## src/rtl/la_trigger_sequencer.sv

```systemverilog
// la_trigger_sequencer: multi-stage masked-pattern trigger sequencer in the
// rx_clk domain. Each stage waits for a programmable number of masked matches
// on rx_data. After the final stage an optional delay runs, then a single-cycle
// trigger pulse is produced for the capture state machine.
// Configuration is captured into shadow registers on arm, so APB-side edits made
// while the sequencer is busy do not affect the sequence that is running.
// Optional feature: define LA_TRIG_TIMEOUT_EN to enable a forced-trigger timeout
// (cfg_timeout / timed_out). Without it, cfg_timeout is ignored and timed_out is 0.
module la_trigger_sequencer #(
  parameter int NUM_STAGES  = 4,
  parameter int DATA_WIDTH  = 32,
  parameter int COUNT_WIDTH = 16,
  localparam int SW = (NUM_STAGES > 1) ? $clog2(NUM_STAGES) : 1
) (
  input  logic                              rx_clk,
  input  logic                              rst_n,
  input  logic                              arm,
  input  logic                              abort,
  input  logic [DATA_WIDTH-1:0]             rx_data,
  input  logic [SW-1:0]                     cfg_last_stage,
  input  logic [NUM_STAGES*DATA_WIDTH-1:0]  cfg_value,
  input  logic [NUM_STAGES*DATA_WIDTH-1:0]  cfg_mask,
  input  logic [NUM_STAGES*COUNT_WIDTH-1:0] cfg_count,
  input  logic [COUNT_WIDTH-1:0]            cfg_delay,
  input  logic [COUNT_WIDTH-1:0]            cfg_timeout,
  output logic                              trigger,
  output logic                              busy,
  output logic [SW-1:0]                     cur_stage,
  output logic                              timed_out
);

  typedef enum logic [1:0] {
    ST_IDLE  = 2'd0,
    ST_MATCH = 2'd1,
    ST_DELAY = 2'd2
  } state_t;

  localparam logic [SW:0]   NUM_STAGES_W = (SW + 1)'(NUM_STAGES);
  localparam logic [SW-1:0] LAST_MAX     = SW'(NUM_STAGES - 1);

  state_t                 state;
  logic [COUNT_WIDTH-1:0] occ_cnt;
  logic [COUNT_WIDTH-1:0] dly_cnt;

  // Shadow copies of the configuration, frozen for the duration of a sequence
  logic [DATA_WIDTH-1:0]  sh_value [NUM_STAGES];
  logic [DATA_WIDTH-1:0]  sh_mask  [NUM_STAGES];
  logic [COUNT_WIDTH-1:0] sh_count [NUM_STAGES];
  logic [SW-1:0]          sh_last;
  logic [COUNT_WIDTH-1:0] sh_delay;

  logic                   latch_en;
  logic [SW-1:0]          last_clamped;
  logic [DATA_WIDTH-1:0]  cur_value;
  logic [DATA_WIDTH-1:0]  cur_mask;
  logic [COUNT_WIDTH-1:0] cur_count;
  logic                   stage_hit;
  logic                   stage_done;
  logic                   nat_fire;

  // abort has priority over arm, so a simultaneous pair leaves config untouched
  assign latch_en = arm & ~abort;

  // An out-of-range final-stage index is pulled back to the last real stage
  assign last_clamped = ({1'b0, cfg_last_stage} >= NUM_STAGES_W) ? LAST_MAX : cfg_last_stage;

  assign cur_value = sh_value[cur_stage];
  assign cur_mask  = sh_mask[cur_stage];
  assign cur_count = sh_count[cur_stage];

  // A zero mask compares no bits and therefore always matches
  assign stage_hit  = ((rx_data ^ cur_value) & cur_mask) == '0;
  assign stage_done = (state == ST_MATCH) && stage_hit && (occ_cnt == cur_count);

  // Natural trigger being registered this cycle (either zero-delay finish or end of delay)
  assign nat_fire = (stage_done && (cur_stage == sh_last) && (sh_delay == '0)) ||
                    ((state == ST_DELAY) && (dly_cnt == COUNT_WIDTH'(1)));

  assign busy = (state != ST_IDLE);

  // Capture the APB-side configuration into the shadow registers on arm
  always_ff @(posedge rx_clk or negedge rst_n) begin
    if (!rst_n) begin
      for (int i = 0; i < NUM_STAGES; i++) begin
        sh_value[i] <= '0;
        sh_mask[i]  <= '0;
        sh_count[i] <= '0;
      end
      sh_last  <= '0;
      sh_delay <= '0;
    end else if (latch_en) begin
      for (int i = 0; i < NUM_STAGES; i++) begin
        sh_value[i] <= cfg_value[i*DATA_WIDTH +: DATA_WIDTH];
        sh_mask[i]  <= cfg_mask[i*DATA_WIDTH +: DATA_WIDTH];
        sh_count[i] <= cfg_count[i*COUNT_WIDTH +: COUNT_WIDTH];
      end
      sh_last  <= last_clamped;
      sh_delay <= cfg_delay;
    end
  end

`ifdef LA_TRIG_TIMEOUT_EN
  logic [COUNT_WIDTH-1:0] sh_timeout;
  logic [COUNT_WIDTH-1:0] to_cnt;
  logic                   to_hit;
  logic                   force_fire;

  // to_cnt holds the number of busy cycles including the current one, so the
  // forced pulse appears timeout+1 cycles after the arm cycle
  assign to_hit     = busy && (sh_timeout != '0) && (to_cnt == sh_timeout);
  // A natural trigger in the same cycle takes precedence and leaves timed_out clear
  assign force_fire = to_hit && !nat_fire && !abort && !arm;

  // Timeout shadow register, busy-cycle counter and sticky timed_out flag
  always_ff @(posedge rx_clk or negedge rst_n) begin
    if (!rst_n) begin
      sh_timeout <= '0;
      to_cnt     <= '0;
      timed_out  <= 1'b0;
    end else if (abort) begin
      to_cnt <= '0;
    end else if (arm) begin
      sh_timeout <= cfg_timeout;
      to_cnt     <= COUNT_WIDTH'(1);
      timed_out  <= 1'b0;
    end else begin
      if (busy) begin
        to_cnt <= to_cnt + 1'b1;
      end
      if (force_fire) begin
        timed_out <= 1'b1;
      end
    end
  end
`else
  logic unused_timeout;
  assign unused_timeout = ^cfg_timeout;
  assign timed_out      = 1'b0;
`endif

  // Sequencer FSM: stage matching, occurrence counting, post-match delay, trigger pulse
  always_ff @(posedge rx_clk or negedge rst_n) begin
    if (!rst_n) begin
      state     <= ST_IDLE;
      trigger   <= 1'b0;
      cur_stage <= '0;
      occ_cnt   <= '0;
      dly_cnt   <= '0;
    end else begin
      trigger <= 1'b0;
      if (abort) begin
        state     <= ST_IDLE;
        cur_stage <= '0;
        occ_cnt   <= '0;
        dly_cnt   <= '0;
      end else if (arm) begin
        // Full restart; rx_data is not evaluated in the arm cycle
        state     <= ST_MATCH;
        cur_stage <= '0;
        occ_cnt   <= '0;
        dly_cnt   <= '0;
`ifdef LA_TRIG_TIMEOUT_EN
      end else if (force_fire) begin
        trigger   <= 1'b1;
        state     <= ST_IDLE;
        cur_stage <= '0;
        occ_cnt   <= '0;
        dly_cnt   <= '0;
`endif
      end else begin
        case (state)
          ST_MATCH: begin
            if (stage_hit) begin
              if (occ_cnt == cur_count) begin
                occ_cnt <= '0;
                if (cur_stage == sh_last) begin
                  if (sh_delay == '0) begin
                    trigger   <= 1'b1;
                    state     <= ST_IDLE;
                    cur_stage <= '0;
                  end else begin
                    dly_cnt <= sh_delay;
                    state   <= ST_DELAY;
                  end
                end else begin
                  cur_stage <= cur_stage + 1'b1;
                end
              end else begin
                occ_cnt <= occ_cnt + 1'b1;
              end
            end
          end
          ST_DELAY: begin
            // rx_data is ignored here; only the countdown matters
            if (dly_cnt == COUNT_WIDTH'(1)) begin
              trigger   <= 1'b1;
              state     <= ST_IDLE;
              cur_stage <= '0;
              dly_cnt   <= '0;
            end else begin
              dly_cnt <= dly_cnt - 1'b1;
            end
          end
          ST_IDLE: begin
          end
          default: begin
            state     <= ST_IDLE;
            cur_stage <= '0;
            occ_cnt   <= '0;
            dly_cnt   <= '0;
          end
        endcase
      end
    end
  end

endmodule
```

## config.mk

```make
export PLATFORM = sky130hd
export DESIGN_NAME = la_trigger_sequencer
export DESIGN_NICKNAME = d
export VERILOG_FILES = /design/src/rtl/la_trigger_sequencer.sv
export SDC_FILE = /design/constraint.sdc
export NUM_CORES = 1
export LEC_CHECK = 0
export ABC_AREA = 1
export BUFFER_PORTS_ARGS = -buffer_cell sky130_fd_sc_hd__buf_2
export CORE_MARGIN = 2
export CORE_UTILIZATION = 40
export DETAILED_ROUTE_END_ITERATION = 7
export GPL_ROUTABILITY_DRIVEN = 0
export SYNTH_ARGS = -nofsm -noshare
export SYNTH_HDL_FRONTEND = slang
export SYNTH_SLANG_ARGS = --single-unit
```

## constraint.sdc

```tcl
create_clock -name rx_clk -period 4.3 [get_ports rx_clk]
set_input_delay 0.86 -clock rx_clk [delete_from_list [all_inputs] [get_ports rx_clk]]
set_output_delay 0.86 -clock rx_clk [all_outputs]
set_load 0.01 [all_outputs]
```

==> summary.md <==
| Metric | Value |
|---|---|
| Final setup violation count | `0` |
| H-Tree Level Count | `2` |
| Avg Cell Area, Syn | `9.37 µm²` |
| Height of the die | `about 220 µm` |
| Async S/R FF share, synth | `100%` |
| Status | `finished clean` |
| Maximum fanout encountered on the critical timing path | `36` |
| Vias post-DR | `~15000` |
| Residual DRC | `0` |
| Worst path most repeated cell | `nand2_1` |
| Max frequency | `297 MHz` |
| Number of clock sinks seen by CTS | `375` |
| Overflow after GRT | `0` |
| Number of enable flip-flop cells after synthesis | `0` |
| Worst path required time | `between 4 and 5 ns` |
| Worst Setup Slack, final | `0.936 ns` |
| TritonCTS Buffers | `44` |
| Worst clock skew | `between 0.02 and 0.025 ns` |
| Most used DFF post-synth | `dfrtp_1` |
| Total negative setup slack | `0 ns` |
| Number of buffer and inverter instances along the worst setup path | `2` |
| Maximum number of pins on one net before global-route repair | `99` |
| Standard cell with the maximum stage delay on the critical path | `dfrtp_4` |
| Critical path launch point type | `register` |
| Top Family by Delay on Critical Path | `simple AND/OR/NAND/NOR gates` |
| Portion of the clock cycle consumed by the worst path in the final layout | `78.2%` |
| Post-Syn Area | `0.0187 mm²` |
| Unrepaired setup endpoints after global routing | `false` |
| Post-Syn Nets | `2393` |
| Clock latency on the worst-skew pair | `0.58 ns` |
| Final wirelength | `between 50000 and 60000 µm` |
| Filler cell count | `4373` |
| Area of all sequential standard cells | `0.00939 mm²` |
| DR iter-0 viols | `744` |
| Crit path capture type | `register` |
| Clock tree from TritonCTS | `yes` |
| Cells after DPL | `2915` |
| Largest incremental delay on the critical path | `0.57 ns` |
| Synth warnings | `0` |
| Port Buffers | `377` |
| Cell Rows | `between 70 and 80` |
| Die width | `220 µm` |
| CP arrival | `roughly 3.8 ns` |
| Post-route total power | `9.86 mW` |
| Portion of the post-synthesis area used by sequential elements | `about half` |
| Static Leak | `11.3 nW` |
| Post-CTS setup buffer count | `0` |
| Global-route wire length before repair | `83100 µm` |
| Chain of cells forming the critical path | `inv_6, buf_4, nand2_1, nand2_1, nand2_1, nand3_1, nand2_1, nor2_1, nand2_1, nor2_1, nand3_1, nand3_2, nand2_1, nand2_1, o21ai_0` |
| Placeable core region | `0.0464 mm²` |
| Number of distinct library cells after synthesis | `36` |
| Number of detailed-route iterations in the first pass | `5` |
| Count of state elements after synthesis | `375` |
| DPL Wire Length | `between 30000 and 40000 µm` |
| Most common library cell in the layout ignoring fill and taps | `nand2_1` |
| Vias in the first global route | `15000` |
| Kind of critical path | `register to register` |
| Shortest clock period the worst path allows after layout | `3.36 ns` |
| Number of gates resized after CTS | `0` |
| Count of final hold-check violations | `0` |
| Total Die Area | `0.0485 mm²` |
| Antenna violations before repair | `35` |
| Cells after synthesis | `around 2000` |
| Drt wl/cell | `roughly 18 µm` |
| Root Buffer Master | `clkbuf_16` |
| Global routing usage summed across all routing layers | `22.2%` |
| Max-cap viol count | `0` |
| Area growth from synthesis to layout | `21.5%` |
| P per Cell Area | `434 mW/mm²` |
| Mean number of vias per cell | `5.00` |
| Clock Tree Buf Depth | `3` |
| Relative max-transition margin | `43.2%` |
| Worst-path clk slew | `0.06 ns` |
| Highest-count cells in the layout ignoring fill and taps | `nand2_1, buf_2, dfrtp_1` |
| Starting density of the core | `40.4%` |
| Number of nets in the layout | `2750` |
| Slew at the pin closest to its max-slew limit | `0.852 ns` |
| Number of max-slew violations in the final report | `0` |
| Combined area of the multi-input logic cells | `0.00861 mm²` |
| Hold-fix buffers at CTS | `0` |
| Fraction of layout instances using a drive strength above 1 | `roughly a third` |
| Hold crit path type | `primary input to async pin` |
| Post-route ant nets | `0` |
| I/O pin count | `between 300 and 400` |
| Post-Place Worst Slack | `~0.83 ns` |
| Finished Layout Cells | `roughly 3000` |
| Max IR drop VDD | `0.000297 V` |
| Fin Hold WS | `0.371 ns` |
-- cell usage after synthesis (2+ instances only) --
cell      count  area [µm²]
clkbuf_1     45         169
o21ai_0      16        80.1
nand3b_1      7        52.6
a21oi_1      17        85.1
nor4_1        4        25.0
or2_2         6        37.5
nand2_1     744        2790
a22oi_1       7        52.6
nand2_2       3        18.8
o211ai_1      3        22.5
buf_2        28         140
inv_1        67         251
and3_1        2        12.5
buf_4        10        75.1
dfrtp_1     375        9380
nor3_1       14        70.1
xor2_1       17         149
mux2_2      335        3770
nand4_1       7        43.8
nor2_1       73         274
buf_6         7        78.8
nand3_1     182         911
o21ai_1      10        50.1
ha_1          6        75.1
-- cell type report --
class	instances	share of cell area (%)
Clock buffer	66	5.60
Timing Repair Buffer	401	9.69
Tap cell	607	3.34
Antenna cell	18	0.198
Inverter	69	1.16
Clock inverter	16	0.831
Multi-Input combinational cell	1463	37.9
Sequential cell	375	41.3
-- per-stage QoR --
stage	instance area [µm²]	utilization (%)
floorplan	18700	-
global placement	21200	45.8
detailed placement	21200	45.8
CTS	22700	48.9
global route	22700	49.0
finish	22700	49.0
-- power breakdown --
group	leakage [nW]	internal, mW	switching [mW]	total, mW
logic	6.05	0.833	0.950	1.78
clock network	0.725	2.24	1.56	3.80
registers	4.48	4.01	0.259	4.27
total	11.3	7.09	2.77	9.86
-- state kept, by name (all words and copies together) (netlist names) --
signal     count
sh_last        2
sh_value     128
dly_cnt       16
sh_mask      128
sh_delay      16
state          2
sh_count      64
occ_cnt       16
trigger        1
cur_stage      2
-- kinds of logic (layout without fill, tap and decap cells) --
family	count (synthesis)	after routing	synth area share [%]
AOI/OAI and AO/OA	56	56	1.67
xor gates and xnor gates	18	18	0.843
adders and majority gates	6	6	0.401
buffers and inverters	159	552	3.87
DFF	375	375	50.2
muxes	335	335	20.2
other	1	19	0.0200
and+or+nand+nor	1047	1047	22.9
-- worst paths after layout --
path	slack [ns]	to	cells after the start	from
max in group asynchronous	2.93	sh_mask[81]$_DFFE_PN0P_	2	rst_n
min in group rx_clk	0.50	dly_cnt[15]$_DFFE_PN0P_	2	dly_cnt[15]$_DFFE_PN0P_
max reg2reg	0.94	occ_cnt[3]$_DFFE_PN0P_	15	cur_stage[0]$_DFFE_PN0P_
max	0.94	occ_cnt[3]$_DFFE_PN0P_	15	cur_stage[0]$_DFFE_PN0P_
min reg2reg	0.50	dly_cnt[15]$_DFFE_PN0P_	2	dly_cnt[15]$_DFFE_PN0P_
min	0.37	sh_count[40]$_DFFE_PN0P_	1	rst_n
-- per-layer routing --
layer | part of all wire, % | global-route usage, % | up-vias
met5 | 0.40 | 0 | -
met4 | 2.0 | 5.93 | 38
met3 | 7.1 | 7.05 | 107
met2 | 48 | 36.7 | 366
met1 | 43 | 28.0 | 7230
li1 | - | - | 7331
No activity file was read; power rests on OpenSTA's default activity.
